### src/rtl/serial_adder_pkg.sv
// Shared definitions for the bit-serial adder: FSM state encoding and default operand width.
package serial_adder_pkg;

    localparam int DEFAULT_WIDTH = 8;

    typedef enum logic [1:0] {
        S_IDLE = 2'd0,
        S_RUN  = 2'd1,
        S_DONE = 2'd2
    } state_t;

endpackage

### src/rtl/serial_adder_full_adder.sv
// One-bit full adder; the only arithmetic cell used by the serial adder.
module full_adder (
    input  logic c_in,
    input  logic a,
    input  logic b,
    output logic sum,
    output logic c_out
);

    assign sum   = a ^ b ^ c_in;
    assign c_out = (a & b) | (c_in & (a ^ b));

endmodule

### src/rtl/serial_adder.sv
// Bit-serial WIDTH-bit adder: operands are consumed LSB-first through a single full_adder,
// with the running carry held in a flip-flop between bit-steps.
//
//   state  | meaning
//   -------+---------------------------------------------------------------
//   S_IDLE | waiting for start; sum/c_out hold the last result
//   S_RUN  | one bit-step per clock, WIDTH steps in total
//   S_DONE | done pulse cycle; start here is accepted back-to-back
module serial_adder
    import serial_adder_pkg::*;
#(
    parameter int WIDTH = DEFAULT_WIDTH
) (
    input  logic             clk,
    input  logic             rst,
    input  logic             start,
    input  logic [WIDTH-1:0] a,
    input  logic [WIDTH-1:0] b,
    input  logic             c_in,
    output logic             busy,
    output logic             done,
    output logic [WIDTH-1:0] sum,
    output logic             c_out
);

    localparam int CW = $clog2(WIDTH);

    state_t           state;
    logic [WIDTH-1:0] sa;
    logic [WIDTH-1:0] sb;
    logic [WIDTH-2:0] sum_sr;
    logic             carry;
    logic [CW-1:0]    cnt;
    logic             fa_sum;
    logic             fa_cout;
    logic [WIDTH-1:0] sum_next;

    full_adder u_fa (
        .c_in  (carry),
        .a     (sa[0]),
        .b     (sb[0]),
        .sum   (fa_sum),
        .c_out (fa_cout)
    );

    // New bit enters at the MSB; after WIDTH steps bit 0 of the operands has reached bit 0 here.
    assign sum_next = {fa_sum, sum_sr};

    always_ff @(posedge clk) begin
        if (rst) begin
            state  <= S_IDLE;
            sa     <= '0;
            sb     <= '0;
            sum_sr <= '0;
            carry  <= 1'b0;
            cnt    <= '0;
            busy   <= 1'b0;
            done   <= 1'b0;
            sum    <= '0;
            c_out  <= 1'b0;
        end else begin
            case (state)
                S_IDLE, S_DONE: begin
                    done <= 1'b0;
                    if (start) begin
                        sa    <= a;
                        sb    <= b;
                        carry <= c_in;
                        cnt   <= '0;
                        busy  <= 1'b1;
                        state <= S_RUN;
                    end else begin
                        state <= S_IDLE;
                    end
                end
                S_RUN: begin
                    sum_sr <= sum_next[WIDTH-1:1];
                    sa     <= sa >> 1;
                    sb     <= sb >> 1;
                    carry  <= fa_cout;
                    cnt    <= cnt + CW'(1);
                    if (cnt == CW'(WIDTH - 1)) begin
                        sum   <= sum_next;
                        c_out <= fa_cout;
                        busy  <= 1'b0;
                        done  <= 1'b1;
                        state <= S_DONE;
                    end
                end
                default: begin
                    busy  <= 1'b0;
                    done  <= 1'b0;
                    state <= S_IDLE;
                end
            endcase
        end
    end

endmodule

### config.mk
export PLATFORM = sky130hd
export DESIGN_NAME = serial_adder
export DESIGN_NICKNAME = d
export VERILOG_FILES = /design/src/rtl/serial_adder_pkg.sv /design/src/rtl/serial_adder_full_adder.sv /design/src/rtl/serial_adder.sv
export SDC_FILE = /design/constraint.sdc
export NUM_CORES = 1
export LEC_CHECK = 0
export CAP_MARGIN = 0
export CORE_UTILIZATION = 30
export DETAILED_ROUTE_END_ITERATION = 6
export GPL_TIMING_DRIVEN = 0
export PLACE_DENSITY = 0.58
export SETUP_SLACK_MARGIN = 0.02
export SLEW_MARGIN = 20
export SYNTH_ARGS = -nofsm -noshare
export SYNTH_HDL_FRONTEND = slang
export SYNTH_SLANG_ARGS = --single-unit
### constraint.sdc
create_clock -name clk -period 1.4 [get_ports clk]
set_input_delay 0.28 -clock clk [delete_from_list [all_inputs] [get_ports clk]]
set_output_delay 0.28 -clock clk [all_outputs]
set_load 0.05 [all_outputs]
==> flow_metrics.env <==
export IMPL_status="completed"
export IMPL_period_needed_ps=1300
export IMPL_yosys_warnings=0
export IMPL_dp_cells=294
export IMPL_power_leakage_nw=0.769
export IMPL_antenna_found_initial=0
export IMPL_ant_nets=0
export IMPL_drt_iter0_markers=69
export IMPL_rsz0062_at_grt="false"
export IMPL_die_w_um=75.1
export IMPL_drt_total_wl_mm=3.61
export IMPL_drcViolationCount=0
export IMPL_grt_pass1_vias=1380
export IMPL_cts_buffers=5
export IMPL_synth_top_area_share=0.500
export IMPL_core_area_um2=5140
export IMPL_grt_max_degree=13
export IMPL_clkTransAtPathRegs_ps=80
export IMPL_finalWeightedCongestion=0.729
export IMPL_hold_path_class="primary input to flip-flop"
export IMPL_maxCapViolCount=0
export IMPL_clk_path_buf_depth=2
export IMPL_grt_pass1_wl_mm=6.26
export IMPL_p_switching_mw=0.606
export IMPL_crit_required_ps=1610
export IMPL_fp_row_count=26
export IMPL_final_max_slew_viol_count=0
export IMPL_seqPwrFrac=0.524
export IMPL_n_antenna_cell=0
export IMPL_vdd_drop_max_uv=432
export IMPL_pwr_share_clk=0.341
export IMPL_dieArea_um2=5630
export IMPL_drt_wirelength_per_cell_um=11.8
export IMPL_yosysSeqAreaShare=0.500
export IMPL_ys_types=20
export IMPL_h_tree_depth=2
export IMPL_fin_cells=305
export IMPL_start_util=0.312
export IMPL_place_hpwl_mm=2.49
export IMPL_cts_sinks=40
export IMPL_finalHoldViolations=0
export IMPL_max_slew_worst_pin_slew_ps=509
export IMPL_synth_fp_nets=218
export IMPL_finClkSkew_ps=9.04
export IMPL_port_buffers=29
export IMPL_first_pass_iters=4
export IMPL_via_per_inst=4.68
export IMPL_drive_gt1_frac=0.157
export IMPL_dpl_cell_area_um2=1980
export IMPL_worstPathMaxFanout=10
export IMPL_powerDensity_nw_per_um2=1100
export IMPL_period_share=0.929
export IMPL_power_frac_comb=0.136
export IMPL_relSlewSlack=0.661
export IMPL_fmax_mhz=769
export IMPL_start_kind="primary input"
export IMPL_crit_type="primary input to flip-flop"
export IMPL_fin_nets=257
export IMPL_tritoncts="done"
export IMPL_die_h_um=75.1
export IMPL_grt_ovfl_total=0
export IMPL_multi_input_area_um2=718
export IMPL_worst_skew_pair_late_latency_ps=300
export IMPL_areaGrowthSynthToFinish_pct=33.6
export IMPL_ys_seq_elements=40
export IMPL_vias=1428
export IMPL_syn_avg_cell_area_um2=8.21
export IMPL_io_pins=31
export IMPL_synthTopCellsByArea="dfxtp_1 (50%), nand2_1 (13%), a311oi_1 (8.2%)"
export IMPL_sw_frac_of_total=0.258
export IMPL_p_int_mw=1.74
export IMPL_design_area_um2=2140
export IMPL_syn_instance_count=195
export IMPL_synth_largest_area_cell="dfxtp_1"
export IMPL_ctsRootBufferMaster="clkbuf_8"
export IMPL_setup_violations=0
export IMPL_end_kind="flip-flop"
export IMPL_arrival_ps=1510
export IMPL_whs_ps=376
export IMPL_fillerInstances=567
export IMPL_syn_area_um2=1600
export IMPL_regArea_um2=801
export IMPL_grtUsageTotal=0.151
power groups by stage:
stage	clock [mW]	combinational [mW]	sequential [mW]
2_1_floorplan	0	0.187	1.26
3_3_place_gp	0	0.299	1.26
3_5_place_dp	0	0.300	1.26
4_1_cts	0.818	0.301	1.23
5_1_grt	0.867	0.361	1.24
6_report	0.799	0.318	1.23
sequential cells by signal, indices dropped and copies added (netlist names):
name and flops:
sa 8, sb 8, sum 8, sum_sr 7, cnt 3, state 2, busy 1, c_out 1
carry 1, done 1
worst max-delay path, stage by stage:
cell             delay, ps
clkdlybuf4s50_1        480
nor2b_1                140
buf_4                  150
buf_6                  140
nand2_1                 70
a311oi_2               250
Yosys cell counts:
cell and n:
buf_2 3, nor2b_1 1, nand3_1 14, dfxtp_1 40
fa_1 1, nor3b_1 1, nand2_1 57, ha_1 2
o21a_1 1, buf_4 7, o21ai_0 1, nand2b_1 3
and2b_1 1, buf_6 1, nor2_1 18, a21oi_1 22
nor3_1 1, clkbuf_1 5, nand3b_1 1, a311oi_1 15
cells by family (layout without fill, tap and decap cells):
logic type      after synthesis  in the layout  synth area share
simple gates                 97             97             0.252
buf+inv                      16             56            0.0609
flops                        40             40             0.500
compound gates               39             39             0.159
fa+ha+maj                     3              3            0.0281
layer usage:
metal  GRT usage  share of wire  vias up
met3      0.0442          0.036        6
met4      0.0755          0.023        0
met5           0              0        -
li1            -              -      739
met1       0.193           0.48      659
met2       0.231           0.46       24
final cells by class:
class	instances	share of cell area
Buffer	16	0.0474
Clock buffer	6	0.0386
Clock inverter	2	0.00468
Multi-Input combinational cell	139	0.336
Sequential cell	40	0.374
Tap cell	70	0.0409
Timing Repair Buffer	32	0.158
through the flow:
stage | setup TNS (ps) | power [mW] | setup WS (ps) | utilization
finish | 0 | 2.35 | 100 | 0.416
global route | 0 | 2.46 | 20.0 | 0.416
CTS | 0 | 2.35 | 73.2 | 0.407
floorplan | 0 | 1.44 | 192 | -
detailed placement | -3220 | 1.56 | -239 | 0.385
global placement | -2860 | 1.56 | -222 | 0.385
cell usage in the layout, fill, tap and decap left out:
cell type        instances
nand2_1                 57
dfxtp_1                 40
a21oi_1                 22
nor2_1                  18
clkdlybuf4s50_1         18
nand3_1                 14
a311oi_1                13
clkdlybuf4s15_2         11
buf_4                   10
clkbuf_8                 6
clkbuf_1                 4
nand2b_1                 3
buf_2                    3
a311oi_2                 2
clkinv_2                 2
and2b_1                  1
nand3b_1                 1
nor2b_1                  1
buf_6                    1
o21a_1                   1
o21ai_0                  1
nor3b_1                  1
nor3_1                   1
fa_1                     1
ha_1                     1
ha_2                     1
buf_12                   1
final timing paths:
check / endpoint / cells past startpoint / slack, ps / startpoint
max: sa[5] / 6 / 100 / start
min: state[0] / 2 / 380 / rst
min reg2reg: sum[2] / 2 / 460 / sum[2]
max reg2reg: sum[0] / 6 / 170 / cnt[0]
repair_timing:
item                       CTS  global route
hold buffers                 0             0
buffers inserted             1             2
cloned                       0             0
gates resized for setup     34             6
setup endpoints to repair   21            16
(Power assumes the default switching activity.)
